--- config.mk ---
export PLATFORM = sky130hd
export DESIGN_NAME = dispatch_stage
export DESIGN_NICKNAME = d
export VERILOG_FILES = /design/src/rtl/pipeline_types.sv /design/src/rtl/dispatch_stage_busy_table.sv /design/src/rtl/dispatch_stage.sv
export SDC_FILE = /design/constraint.sdc
export NUM_CORES = 1
export LEC_CHECK = 0
export BUFFER_PORTS_ARGS = -buffer_cell sky130_fd_sc_hd__buf_4
export CORE_MARGIN = 8
export CORE_UTILIZATION = 45
export DETAILED_ROUTE_END_ITERATION = 7
export GPL_ROUTABILITY_DRIVEN = 0
export PLACE_DENSITY = 0.71
export SYNTH_ARGS = -nofsm -noshare
export SYNTH_HDL_FRONTEND = slang
export SYNTH_SLANG_ARGS = --single-unit
--- constraint.sdc ---
create_clock -name clk -period 1.8 [get_ports clk]
set_input_delay 0.27 -clock clk [delete_from_list [all_inputs] [get_ports clk]]
set_output_delay 0.27 -clock clk [all_outputs]
set_load 0.03 [all_outputs]
--- src/rtl/pipeline_types.sv ---
// Shared pipeline types: the rename control payload and the dispatch packet
// handed to the issue queue.
package pipeline_types;

    localparam int DP_PW    = 6;   // physical register index width (64 pregs)
    localparam int DP_TAG_W = 6;   // ROB tag width

    typedef struct packed {
        logic [3:0]  fu_sel;
        logic [7:0]  op;
        logic [19:0] imm;
    } ctrl_payload_t;

    typedef struct packed {
        logic [DP_PW-1:0]    rs1_p;
        logic [DP_PW-1:0]    rs2_p;
        logic [DP_PW-1:0]    rd_p;
        logic                rs1_rdy;
        logic                rs2_rdy;
        logic [DP_TAG_W-1:0] rob_tag;
        ctrl_payload_t       payload;
    } dispatch_pkt_t;

endpackage

--- src/rtl/dispatch_stage_busy_table.sv ---
// Physical-register busy table: one bit per preg, set on allocation, cleared
// on writeback. Read ports report readiness including a same-cycle writeback.
module busy_table
    import pipeline_types::*;
#(
    parameter int N_PHYS = 64,
    localparam int PW    = $clog2(N_PHYS)
) (
    input  logic          clk,
    input  logic          rst,
    input  logic          set_en_i,
    input  logic [PW-1:0] set_preg_i,
    input  logic          clr_en_i,
    input  logic [PW-1:0] clr_preg_i,
    input  logic [PW-1:0] rd0_preg_i,
    output logic          rd0_rdy_o,
    input  logic [PW-1:0] rd1_preg_i,
    output logic          rd1_rdy_o
);

    logic [N_PHYS-1:0] busy_d;
    logic [N_PHYS-1:0] busy_q;

    // Next busy state: clear first so a same-cycle set on that preg wins; x0 never busy
    always_comb begin
        busy_d = busy_q;
        if (clr_en_i) busy_d[clr_preg_i] = 1'b0;
        if (set_en_i) busy_d[set_preg_i] = 1'b1;
        busy_d[0] = 1'b0;
    end

    // Readiness with writeback bypass
    always_comb begin
        rd0_rdy_o = (rd0_preg_i == '0) || !busy_q[rd0_preg_i] ||
                    (clr_en_i && (clr_preg_i == rd0_preg_i));
        rd1_rdy_o = (rd1_preg_i == '0) || !busy_q[rd1_preg_i] ||
                    (clr_en_i && (clr_preg_i == rd1_preg_i));
    end

    // Busy bit storage
    always_ff @(posedge clk) begin
        if (rst) busy_q <= '0;
        else     busy_q <= busy_d;
    end

endmodule

--- src/rtl/dispatch_stage.sv ---
// Dispatch stage: single-entry register between rename and the ROB/issue
// queue. Tags sources with ready bits, tracks wakeups while held, and is
// squashed by misprediction recovery.
module dispatch_stage
    import pipeline_types::*;
#(
    parameter int N_PHYS    = 64,
    parameter int ROB_TAG_W = 6,
    localparam int PW       = $clog2(N_PHYS)
) (
    input  logic                 clk,
    input  logic                 rst,
    input  logic                 ren_valid_i,
    output logic                 ren_ready_o,
    input  logic [PW-1:0]        rs1_p_i,
    input  logic [PW-1:0]        rs2_p_i,
    input  logic [PW-1:0]        rd_new_p_i,
    input  logic [PW-1:0]        rd_old_p_i,
    input  logic                 rd_alloc_i,
    input  logic [ROB_TAG_W-1:0] rob_tag_i,
    input  ctrl_payload_t        payload_i,
    output logic                 rob_valid_o,
    input  logic                 rob_ready_i,
    output logic [ROB_TAG_W-1:0] rob_tag_o,
    output logic [PW-1:0]        rob_rd_new_o,
    output logic [PW-1:0]        rob_rd_old_o,
    output logic                 iq_valid_o,
    input  logic                 iq_ready_i,
    output logic [PW-1:0]        iq_rs1_p_o,
    output logic [PW-1:0]        iq_rs2_p_o,
    output logic [PW-1:0]        iq_rd_p_o,
    output logic                 iq_rs1_rdy_o,
    output logic                 iq_rs2_rdy_o,
    output logic [ROB_TAG_W-1:0] iq_rob_tag_o,
    output ctrl_payload_t        iq_payload_o,
    input  logic                 wb_valid_i,
    input  logic [PW-1:0]        wb_preg_i,
    input  logic                 recover_i,
    output logic [31:0]          stall_cnt_o
);

    function automatic logic [31:0] sat_inc(input logic [31:0] v);
        return (v == 32'hFFFF_FFFF) ? v : v + 32'd1;
    endfunction

    logic          out_valid_d, out_valid_q;
    dispatch_pkt_t pkt_d, pkt_q;
    logic [PW-1:0] rd_old_d, rd_old_q;
    logic [31:0]   stall_cnt_d, stall_cnt_q;
    logic          fire, capture;
    logic          rs1_rdy, rs2_rdy;

    // Both consumers accept together; a new instruction enters when the slot frees
    always_comb begin
        fire        = out_valid_q && rob_ready_i && iq_ready_i;
        ren_ready_o = (!out_valid_q || fire) && !recover_i;
        capture     = ren_valid_i && ren_ready_o;
    end

    busy_table #(.N_PHYS(N_PHYS)) u_busy (
        .clk        (clk),
        .rst        (rst),
        .set_en_i   (capture && rd_alloc_i),
        .set_preg_i (rd_new_p_i),
        .clr_en_i   (wb_valid_i),
        .clr_preg_i (wb_preg_i),
        .rd0_preg_i (rs1_p_i),
        .rd0_rdy_o  (rs1_rdy),
        .rd1_preg_i (rs2_p_i),
        .rd1_rdy_o  (rs2_rdy)
    );

    // Output register: squash, load, drain, or absorb wakeups while held
    always_comb begin
        out_valid_d = out_valid_q;
        pkt_d       = pkt_q;
        rd_old_d    = rd_old_q;
        if (recover_i) begin
            out_valid_d = 1'b0;
        end else if (capture) begin
            out_valid_d   = 1'b1;
            pkt_d.rs1_p   = rs1_p_i;
            pkt_d.rs2_p   = rs2_p_i;
            pkt_d.rd_p    = rd_new_p_i;
            pkt_d.rs1_rdy = rs1_rdy;
            pkt_d.rs2_rdy = rs2_rdy;
            pkt_d.rob_tag = rob_tag_i;
            pkt_d.payload = payload_i;
            rd_old_d      = rd_old_p_i;
        end else if (fire) begin
            out_valid_d = 1'b0;
        end else if (out_valid_q && wb_valid_i) begin
            if (wb_preg_i == pkt_q.rs1_p) pkt_d.rs1_rdy = 1'b1;
            if (wb_preg_i == pkt_q.rs2_p) pkt_d.rs2_rdy = 1'b1;
        end
    end

    // Count cycles an instruction sits at the output without being taken
    always_comb begin
        stall_cnt_d = (out_valid_q && !fire) ? sat_inc(stall_cnt_q) : stall_cnt_q;
    end

    // State registers
    always_ff @(posedge clk) begin
        if (rst) begin
            out_valid_q <= 1'b0;
            pkt_q       <= '0;
            rd_old_q    <= '0;
            stall_cnt_q <= '0;
        end else begin
            out_valid_q <= out_valid_d;
            pkt_q       <= pkt_d;
            rd_old_q    <= rd_old_d;
            stall_cnt_q <= stall_cnt_d;
        end
    end

    // Outputs come straight from the register
    always_comb begin
        rob_valid_o  = out_valid_q;
        iq_valid_o   = out_valid_q;
        rob_tag_o    = pkt_q.rob_tag;
        rob_rd_new_o = pkt_q.rd_p;
        rob_rd_old_o = rd_old_q;
        iq_rs1_p_o   = pkt_q.rs1_p;
        iq_rs2_p_o   = pkt_q.rs2_p;
        iq_rd_p_o    = pkt_q.rd_p;
        iq_rs1_rdy_o = pkt_q.rs1_rdy;
        iq_rs2_rdy_o = pkt_q.rs2_rdy;
        iq_rob_tag_o = pkt_q.rob_tag;
        iq_payload_o = pkt_q.payload;
        stall_cnt_o  = stall_cnt_q;
    end

endmodule

==> flow_summary.json, run 1 <==
{
  "grt_remaining_overflow": 0,
  "number_of_enable_flip_flop_cells_after_synthesis": 0,
  "final_hold_viol_count": 0,
  "timing.final.crit_share_pct": 104,
  "cts-root-to-sink-buffers": 2,
  "headroom_to_the_max_slew_limit_pct": 60.0,
  "maximum_number_of_pins_on_one_net_before_global_route_repair": 56,
  "yosys.area_share.adder_pct": 0.155,
  "cp_data_required_time_ns": 2.11,
  "setup-violations-final": 16,
  "cp.arrival_ns": 2.19,
  "clock_skew_ns": 0.0127,
  "post_synth_instance_area_mm2": 0.00809,
  "floorplan.rows": 49,
  "num-fill-cells": 1513,
  "synth.area.mux_share_pct": 12.8,
  "ordered_list_of_cells_on_the_worst_path": "and4_4 > nand4_1 > nor4_4 > buf_4 > buf_12 > nor4_4 > mux2_2",
  "netlist-cell-type-count": 51,
  "final_period_minus_worst_setup_slack_ns": 1.88,
  "flow.area_growth_from_synthesis_pct": 37.8,
  "postSynth.asyncResetShare_pct": 0,
  "grt_usage_pct": 23.0,
  "cts_tree": "built",
  "synth-warning-count": 0,
  "synth_area_per_cell_um2": 8.38,
  "regToRegSetupSlack_ns": -0.08,
  "crit_buf_inv": 2,
  "fin_hold_ws_ns": 0.0698,
  "p_leak_nw": 4.38,
  "crit_family": "simple AND/OR/NAND/NOR gates",
  "num_antenna_cells": 0,
  "vias_per_cell": 5.78,
  "hold-path-cell-count": 2,
  "cts.sinks": 160,
  "final-max-slew-violation-count": 0,
  "grt_setup_unrepaired": "yes",
  "floorplan.initialDensity_pct": 45.5,
  "synth-simple-area-share_pct": 22.2,
  "synth_xor_xnor_area_share_pct": 2.60,
  "layout_setup_ws_ns": -0.0785,
  "timing.critical_path.slowest_stage_cell": "dfxtp_4",
  "dieArea_mm2": 0.0225,
  "flip_flop_cell_with_the_highest_count_after_synthesis": "dfxtp_1",
  "worst_setup_hold_path_clk_slew_ns": 0.07,
  "gate_count_after_technology_mapping": 966,
  "worstRegToRegCells": 7,
  "design_power_total_mw": 8.43,
  "cts_inserted_buffers": 17,
  "layout-drive-gt1-share_pct": 36.6,
  "first_global_vias": 7725,
  "detailedPlacementHpwl_um": 19900,
  "ctsHtreeMaxLevel": 4,
  "synth_top_family_by_area": "simple AND/OR/NAND/NOR gates",
  "worstReg2RegStart": "stall_cnt_o[15]",
  "port-buffer-count": 186,
  "timing.critical_path.slowest_cell_delay_ns": 0.35,
  "outcome": "finished with violations",
  "timing.critical_path.fanout_max": 8,
  "synth_seq_area_share_pct": 39.6,
  "min_from": "recover_i",
  "finalNetCount": 1275,
  "violated_checks": "setup timing",
  "critical_path.reg2reg.endpoint": "stall_cnt_o[21]",
  "drt_drc_violations_left": 0,
  "place_ws_ns": -0.242,
  "post_drt_wl_per_cell_um": 19.0,
  "coreArea_mm2": 0.0178,
  "powerDensity_mw_per_mm2": 756,
  "worst_skew_pair_later_pin_latency_ns": 0.43,
  "clk_root_buffer_cell": "clkbuf_16",
  "hold-path-endpoint": "iq_valid_o",
  "final_common_cell": "buf_4",
  "timing.critical_path.mode_cell": "nor4_4",
  "most-common-layout-cells": "283 x buf_4, 207 x nand2_1, 142 x a21oi_1",
  "route.antenna.remaining_nets": 0,
  "synthesis.nets": 1043,
  "final.setup.tns_ns": -0.693,
  "total_number_of_vias": 8323,
  "timing.hold.worst.class": "in2reg",
  "worstSetupStartpointType": "flip-flop",
  "antenna_found_initial": 0,
  "holdBufCountCts": 0,
  "num_io_pins": 187,
  "grt_pass1_wl_um": 41300,
  "die_h_um": 150,
  "top_achievable_clock_speed_ghz": 0.532,
  "timing.setup.critical_path_class": "reg2reg",
  "nature_of_the_critical_path_endpoint": "flip-flop",
  "worstMarginPinSlew_ns": 0.597,
  "wirelength_um": 27300,
  "postSynthRegisterBits": 160,
  "vdd_ir_drop_max_mv": 0.728,
  "complex_gate_fraction_of_the_synthesized_area_pct": 16.3,
  "chipWidth_um": 150,
  "drt_pass1_iterations": 7,
  "max-cap-violations": 0,
  "drt_first_iter_violations": 677
}
-- synth_stat cells, types with 16 or more instances --
master | instances | share of area [%]
nor2_1 | 30 | 1.4
o21ai_0 | 80 | 4.9
or3_1 | 17 | 1.3
xnor2_1 | 16 | 1.7
nand4_1 | 19 | 1.5
nand3_1 | 20 | 1.2
mux4_2 | 23 | 6.4
nand2_1 | 210 | 9.7
mux2i_1 | 17 | 2.1
a21oi_1 | 149 | 9.2
clkbuf_1 | 53 | 2.5
dfxtp_1 | 160 | 40
-- timing repair --
| action | 4_1_cts | 5_1_grt |
|---|---|---|
| cloned | 0 | 2 |
| pin swaps | 0 | 18 |
| buffers inserted | 0 | 6 |
| resized for setup | 3 | 59 |
| endpoints found under the setup margin | 2 | 24 |
-- report_power, final --
group / internal [mW] / switching, mW / leakage, nW
Clock: 2.01 / 1.72 / 0.302
Sequential: 3.59 / 0.0505 / 1.32
Combinational: 0.420 / 0.641 / 2.76
Total: 6.02 / 2.41 / 4.38
-- per-stage QoR --
step / instance area (um^2) / utilization, % / std cells
after floorplan: 8210 / - / 966
after global placement: 10200 / 57.4 / 1400
after detailed placement: 10200 / 57.4 / 1400
after CTS: 10800 / 60.9 / 1432
after global routing: 11200 / 62.7 / 1440
final: 11200 / 62.7 / 1440
-- routing by layer --
layer  vias up  routed length [um]  track usage, %
met3        70                2620            5.11
met2       429               12800            38.1
met4         0                 912            10.2
met1      3925               11000            28.0
li1       3899                   -               -
met5         -                   0               0
-- cell type report --
cell class	count	area (um^2)	area share [%]
clock buffer	17	425	3.82
tap	229	287	2.57
timing repair buffer	295	2330	20.9
inverter	12	45.0	0.404
sequential	160	3290	29.5
multi-input combinational	712	4600	41.2
clock inverter	15	185	1.66
-- flip-flops by register name, summed over array words and instances, names as in the netlist --
register and cells:
iq_rs2_p_o 6, stall_cnt_o 32, iq_rd_p_o 6, iq_rs2_rdy_o 1
rob_rd_old_o 6, iq_rob_tag_o 6, iq_rs1_p_o 6, iq_valid_o 1
iq_rs1_rdy_o 1, iq_payload_o 32, u_busy.busy_q 63
-- worst register-to-register path, stage by stage (launching register included) --
cell and delay (ns):
dfxtp_4 0.35, and4_4 0.23, nand4_1 0.18, nor4_4 0.32, buf_4 0.20, buf_12 0.16, nor4_4 0.05, mux2_2 0.28
-- cell families (layout without fill, tap and decap cells) --
logic type | after synthesis | after routing
AOI/OAI and AO/OA | 250 | 250
xor gates and xnor gates | 24 | 24
adders and majority gates | 1 | 1
buffers and inverters | 94 | 339
DFF | 160 | 160
muxes | 60 | 60
and+or+nand+nor | 377 | 377
-- how the worst max path moves through the flow --
stage,end,slack [ns],startpoint,depth (start not counted)
2_1_floorplan,iq_rs1_rdy_o,-0.07,rs1_p_i[0],6
3_3_place_gp,iq_rs1_rdy_o,-0.22,rs1_p_i[0],6
3_5_place_dp,iq_rs1_rdy_o,-0.24,rs1_p_i[0],6
4_1_cts,iq_rs2_rdy_o,-0.05,u_busy.busy_q[39],5
5_1_grt,iq_rs2_rdy_o,-0.15,u_busy.busy_q[39],5
6_report,stall_cnt_o[21],-0.08,stall_cnt_o[15],7
Note: power is estimated with default switching activity, not from simulation.
==> run 2, diff against run 1 <==
--- a/config.mk
+++ b/config.mk
@@ -5,12 +5,13 @@
 export SDC_FILE = /design/constraint.sdc
 export NUM_CORES = 1
 export LEC_CHECK = 0
+export ABC_AREA = 1
 export BUFFER_PORTS_ARGS = -buffer_cell sky130_fd_sc_hd__buf_4
-export CORE_MARGIN = 8
 export CORE_UTILIZATION = 45
 export DETAILED_ROUTE_END_ITERATION = 7
 export GPL_ROUTABILITY_DRIVEN = 0
 export PLACE_DENSITY = 0.71
+export REMOVE_ABC_BUFFERS = 1
 export SYNTH_ARGS = -nofsm -noshare
 export SYNTH_HDL_FRONTEND = slang
 export SYNTH_SLANG_ARGS = --single-unit
==> flow_summary.json, run 2 <==
{
  "cts_tree": "built",
  "registers.top_by_ff_count": "u_busy.busy_q",
  "gate_count_after_technology_mapping": 1314,
  "port-buffer-count": 186,
  "first_global_vias": 8859,
  "synth_top_area_share_pct": 36.9,
  "setup-violations-final": 0,
  "maximum_number_of_pins_on_one_net_before_global_route_repair": 128,
  "worstReg2RegStart": "stall_cnt_o[1]",
  "synth-warning-count": 0,
  "finalNetCount": 1620,
  "total_number_of_vias": 9808,
  "coreArea_mm2": 0.0188,
  "switching_power_mw": 2.63,
  "outcome": "finished clean",
  "headroom_to_the_max_slew_limit_pct": 58.7,
  "design_power_total_mw": 8.59,
  "worst_skew_pair_later_pin_latency_ns": 0.43,
  "grt_setup_unrepaired": "yes",
  "final-max-slew-violation-count": 0,
  "final-seq-area_mm2": 0.00321,
  "timing.critical_path.slowest_stage_cell": "dfxtp_2",
  "clk_root_buffer_cell": "clkbuf_16",
  "nature_of_the_critical_path_endpoint": "flip-flop",
  "clock_skew_ns": 0.0113,
  "max-cap-violations": 0,
  "grt_pass1_wl_um": 45700,
  "grt_usage_pct": 29.2,
  "min_from": "recover_i",
  "worst_setup_hold_path_clk_slew_ns": 0.07,
  "drt_drc_violations_left": 0,
  "p_leak_nw": 4.81,
  "ordered_list_of_cells_on_the_worst_path": "ha_4 > nand2_4 > nor2_4 > nand2_4 > nor3_4 > buf_6 > nand2_8 > nand2_8 > o21ai_0 > nor3b_2",
  "worstMarginPinSlew_ns": 0.620,
  "detailedPlacementHpwl_um": 21100,
  "final_period_minus_worst_setup_slack_ns": 1.80,
  "synth_area_per_cell_um2": 6.61,
  "total_area_of_multi_input_combinational_cells_mm2": 0.00478,
  "wirelength_um": 29600,
  "critical_path.reg2reg.endpoint": "stall_cnt_o[12]",
  "largest_register_ffs": 63,
  "layout-drive-gt1-share_pct": 24.5,
  "num_antenna_cells": 0,
  "final_common_cell": "nand2_1",
  "netlist_top_cells_count": "373 x nand2_1, 171 x a21oi_1, 160 x dfxtp_1",
  "flip_flop_cell_with_the_highest_count_after_synthesis": "dfxtp_1",
  "ctsHtreeMaxLevel": 4,
  "floorplan.initialDensity_pct": 46.1,
  "chipWidth_um": 141,
  "hold-path-endpoint": "iq_valid_o",
  "post-synth-top-count-cell": "nand2_1",
  "powerDensity_mw_per_mm2": 739,
  "vias_per_cell": 5.40,
  "cts.sinks": 160,
  "drt_pass1_iterations": 6,
  "postSynth.asyncResetShare_pct": 0,
  "number_of_enable_flip_flop_cells_after_synthesis": 0,
  "part_of_the_total_power_dissipated_in_the_clock_network_pct": 41.8,
  "cp.arrival_ns": 2.09,
  "most-common-layout-cells": "371 x nand2_1, 276 x buf_4, 168 x a21oi_1",
  "p_int_mw": 5.96,
  "holdBufCountCts": 0,
  "cp_data_required_time_ns": 2.09,
  "vdd_ir_drop_max_mv": 0.666,
  "hold-path-cell-count": 2,
  "dieArea_mm2": 0.0199,
  "grt_remaining_overflow": 0,
  "postSynthRegisterBits": 160,
  "synth_seq_area_share_pct": 36.9,
  "antenna_found_initial": 0,
  "num-fill-cells": 1765,
  "numPlacedInstances": 1766,
  "timing.critical_path.fanout_max": 5,
  "timing.hold.worst.class": "in2reg",
  "flow.area_growth_from_synthesis_pct": 33.9,
  "worstSetupStartpointType": "flip-flop",
  "switching_share_of_total_power_pct": 30.6,
  "post_drt_wl_per_cell_um": 16.3,
  "timing.final.crit_share_pct": 99.9,
  "post_synth_instance_area_mm2": 0.00868,
  "floorplan.rows": 50,
  "final_hold_viol_count": 0,
  "drt_first_iter_violations": 935,
  "timing.setup.critical_path_class": "reg2reg",
  "num_io_pins": 187,
  "netlist-cell-type-count": 49,
  "synth_largest_area_cell": "dfxtp_1",
  "power.sequential.fraction_pct": 42.9,
  "top_achievable_clock_speed_ghz": 0.556,
  "die_h_um": 141,
  "ys_top_cells_by_area": "dfxtp_1 37%, nand2_1 16%, a21oi_1 9.9%",
  "fin_cells": 1816,
  "regToRegSetupSlack_ns": 0.001,
  "cts-root-to-sink-buffers": 2,
  "timing.critical_path.slowest_cell_delay_ns": 0.35,
  "cts_inserted_buffers": 17,
  "comb_power_share_pct": 15.3,
  "route.antenna.remaining_nets": 0,
  "worstRegToRegCells": 10
}
[run 2: cell types whose count changed after synthesis, sizes merged, moves of 24 or more]
cell,delta
inv,+107
o21ai,+31
nand3,+88
mux4,-31
buf,+30
nand2,+168
clkbuf,-29
nor2,+44
a21oi,+24
[run 2: repair_timing]
| item | 4_1_cts | 5_1_grt |
|---|---|---|
| setup endpoints to repair | 25 | 60 |
| pin swaps | 2 | 18 |
| cloned | 2 | 2 |
| gates resized for setup | 5 | 35 |
| setup buffers | 3 | 11 |
[run 2: worst max-delay path by stage]
stage                               from                end  slack, ns  cells past startpoint
after floorplan               iq_valid_o  u_busy.busy_q[56]      -0.78                      9
after global placement    stall_cnt_o[0]    stall_cnt_o[25]      -0.38                     10
after detailed placement  stall_cnt_o[0]    stall_cnt_o[25]      -0.37                      9
after CTS                 stall_cnt_o[0]    stall_cnt_o[25]      0.002                     10
after global routing      stall_cnt_o[1]     stall_cnt_o[0]      -0.09                      9
final                     stall_cnt_o[1]    stall_cnt_o[12]      0.001                     10
[run 2: final cells by class]
cell class | instances | share of cell area [%]
multi-input cells | 955 | 41.1
clock inverters | 15 | 1.46
inverters | 121 | 3.97
clock buffers | 17 | 3.66
well taps | 260 | 2.80
flip-flops and latches | 160 | 27.6
repair buffers | 288 | 19.4
[run 2: kinds of logic (layout without fill, tap and decap cells)]
logic type	after synthesis	after routing	share of synthesized area, %
xor+xnor	14	14	1.41
compound gates	305	307	18.3
fa+ha+maj	1	1	0.144
simple gates	631	633	33.1
flops	160	160	36.9
buf+inv	203	441	10.2
[run 2: power groups by stage]
stage | Clock [mW] | Sequential, mW | Combinational (mW)
4_1_cts | 3.64 | 3.68 | 1.29
3_3_place_gp | 0 | 3.76 | 1.27
3_5_place_dp | 0 | 3.76 | 1.28
5_1_grt | 3.78 | 3.69 | 1.41
6_report | 3.59 | 3.68 | 1.31
2_1_floorplan | 0 | 3.94 | 0.429
[run 2: stage by stage]
| step | cell area, um^2 | hold WS [ns] | setup TNS, ns | util [%] | setup slack [ns] |
|---|---|---|---|---|---|
| CTS | 11400 | 0.0344 | 0 | 60.5 | 0.00158 |
| finish | 11600 | 0.0483 | 0 | 61.8 | 0.00104 |
| global route | 11600 | 0.0448 | -1.19 | 61.8 | -0.0897 |
| global placement | 10700 | 0.452 | -3.92 | 56.9 | -0.377 |
| detailed placement | 10700 | 0.455 | -4.72 | 56.9 | -0.368 |
| floorplan | 8260 | 0.339 | -55.17 | - | -0.782 |
[run 2: critical path: cells and delay by family (launching register included)]
| kind | cells | cell delay [ns] |
|---|---|---|
| simple gates | 7 | 0.92 |
| flops | 1 | 0.35 |
| buf+inv | 1 | 0.16 |
| fa+ha+maj | 1 | 0.15 |
| compound gates | 1 | 0.08 |
[run 2: layer usage]
layer	global-route usage, %	share of wire [%]	wire [um]	up-vias
met5	0	0	0	-
met4	12.0	2.8	842	0
met3	6.08	9.4	2780	63
met2	45.1	45	13400	481
met1	39.8	43	12600	4480
li1	-	-	-	4784
==> run 3, diff against run 2 <==
--- a/config.mk
+++ b/config.mk
@@ -7,10 +7,9 @@
 export LEC_CHECK = 0
 export ABC_AREA = 1
 export BUFFER_PORTS_ARGS = -buffer_cell sky130_fd_sc_hd__buf_4
-export CORE_UTILIZATION = 45
+export CORE_UTILIZATION = 26
 export DETAILED_ROUTE_END_ITERATION = 7
 export GPL_ROUTABILITY_DRIVEN = 0
-export PLACE_DENSITY = 0.71
 export REMOVE_ABC_BUFFERS = 1
 export SYNTH_ARGS = -nofsm -noshare
 export SYNTH_HDL_FRONTEND = slang
==> flow_summary.json, run 3 (synthesized netlist as in run 2, its figures left out) <==
{
  "outcome": "finished with violations",
  "violated_checks": "setup timing",
  "finalNetCount": 1626,
  "layout.cell_area.non_filler_mm2": 0.0121,
  "dpl_cell_area_mm2": 0.0109,
  "grt_pass1_wl_um": 48500,
  "most-common-layout-cells": "349 x nand2_1, 277 x buf_4, 157 x dfxtp_1",
  "final_common_cell": "nand2_1",
  "top_achievable_clock_speed_ghz": 0.542,
  "met2_length_um": 14300,
  "grt_setup_unrepaired": "yes",
  "cp.arrival_ns": 2.21,
  "vias_per_cell": 4.91,
  "cts-root-to-sink-buffers": 2,
  "floorplan.rows": 66,
  "cp_data_required_time_ns": 2.16,
  "final_period_minus_worst_setup_slack_ns": 1.84,
  "wl_met1_um": 14700,
  "port-buffer-count": 186,
  "final_hold_viol_count": 0,
  "switching_share_of_total_power_pct": 29.8,
  "final-max-slew-violation-count": 0,
  "chipWidth_um": 185,
  "detailedPlacementHpwl_um": 23100,
  "holdBufCountCts": 0,
  "vdd_ir_drop_max_mv": 0.503,
  "num_antenna_cells": 0,
  "max-cap-violations": 0,
  "maximum_number_of_pins_on_one_net_before_global_route_repair": 73,
  "crit_family": "simple AND/OR/NAND/NOR gates",
  "crit_buf_inv": 4,
  "timing.critical_path.slowest_stage_cell": "dfxtp_2",
  "drt_pass1_iterations": 5,
  "timing.final.crit_share_pct": 102,
  "fin_hold_ws_ns": 0.0226,
  "ordered_list_of_cells_on_the_worst_path": "inv_2 > a21oi_4 > buf_6 > nor2_4 > nand2_8 > nor2_8 > clkinv_8 > nor4_4 > buf_6 > nand2_1 > a21oi_2",
  "largest_register_ffs": 63,
  "timing.critical_path.mode_cell": "buf_6",
  "num_io_pins": 187,
  "route.top_layer_used": "met4",
  "final.setup.tns_ns": -0.690,
  "power.sequential.fraction_pct": 43.7,
  "clk_root_buffer_cell": "clkbuf_16",
  "registers.top_by_ff_count": "u_busy.busy_q",
  "cts_tree": "built",
  "layout-drive-gt1-share_pct": 27.3,
  "drt_first_iter_violations": 1008,
  "drt_drc_violations_left": 0,
  "worstMarginPinSlew_ns": 0.659,
  "flow.area_growth_from_synthesis_pct": 38.8,
  "p_leak_nw": 4.92,
  "coreArea_mm2": 0.0327,
  "timing.setup.critical_path_class": "reg2reg",
  "dieArea_mm2": 0.0341,
  "setup-violations-final": 30,
  "first_global_vias": 8714,
  "grt_remaining_overflow": 0,
  "total_number_of_vias": 9843,
  "route.antenna.remaining_nets": 0,
  "nature_of_the_critical_path_endpoint": "flip-flop",
  "p_int_mw": 5.92,
  "wirelength_um": 32200,
  "antenna_found_initial": 0,
  "post_drt_wl_per_cell_um": 16.1,
  "floorplan.initialDensity_pct": 26.6,
  "worst_setup_hold_path_clk_slew_ns": 0.07,
  "switching_power_mw": 2.52,
  "wl_met3_um": 2060,
  "layout_setup_ws_ns": -0.0446,
  "comb_power_share_pct": 16.3,
  "timing.critical_path.slowest_cell_delay_ns": 0.33,
  "die_h_um": 185,
  "num-fill-cells": 3525,
  "worst_skew_pair_later_pin_latency_ns": 0.44,
  "ctsHtreeMaxLevel": 4,
  "worstSetupStartpointType": "flip-flop",
  "powerDensity_mw_per_mm2": 699,
  "cts.sinks": 160,
  "grt_usage_pct": 18.2,
  "clock_skew_ns": 0.0173,
  "timing.critical_path.fanout_max": 7,
  "cts_inserted_buffers": 17,
  "headroom_to_the_max_slew_limit_pct": 56.1,
  "part_of_the_total_power_dissipated_in_the_clock_network_pct": 40.0,
  "timing.hold.worst.class": "in2reg"
}
==> run 3: area by class of cell <==
class	instances	area (um^2)	share of cell area (%)
clock inverter	13	90.1	0.747
multi-input combinational	953	4910	40.8
tap	442	553	4.59
sequential	160	3210	26.6
clock buffer	19	443	3.67
timing repair buffer	296	2380	19.7
inverter	121	469	3.89
==> run 3: final timing paths <==
check,startpoint,endpoint,cells past startpoint,slack [ns]
min,recover_i,iq_valid_o,2,0.02
max,iq_valid_o,u_busy.busy_q[38],11,-0.04
min reg2reg,rob_rd_old_o[3],rob_rd_old_o[3],2,0.46
max reg2reg,iq_valid_o,u_busy.busy_q[38],11,-0.04
==> run 3: what timing repair did <==
item / 4_1_cts / 5_1_grt
cloned: 0 / 2
buffers inserted: 11 / 19
endpoints found under the setup margin: 28 / 85
gates resized for setup: 15 / 77
pin swaps: 9 / 28
==> run 3: routing by layer <==
metal	global-route usage, %	vias up
met5	0	-
met4	8.00	0
met3	3.71	61
met2	27.5	379
met1	24.9	4608
li1	-	4795
==> run 3: metrics by stage <==
| step | instances | power, mW | util, % | setup WS [ns] |
|---|---|---|---|---|
| final | 2004 | 8.43 | 36.9 | -0.0446 |
| after detailed placement | 1941 | 5.07 | 33.4 | -0.441 |
| after global placement | 1941 | 5.06 | 33.4 | -0.453 |
| after CTS | 1984 | 8.47 | 35.6 | -0.0267 |
| after floorplan | 1232 | 4.37 | - | -0.782 |
| after global routing | 2004 | 8.78 | 36.9 | -0.130 |
==> run 3: power groups by stage <==
stage / combinational [mW] / clock (mW) / sequential (mW)
2_1_floorplan: 0.429 / 0 / 3.94
3_3_place_gp: 1.30 / 0 / 3.76
3_5_place_dp: 1.31 / 0 / 3.76
4_1_cts: 1.33 / 3.46 / 3.68
5_1_grt: 1.48 / 3.60 / 3.69
6_report: 1.37 / 3.38 / 3.68
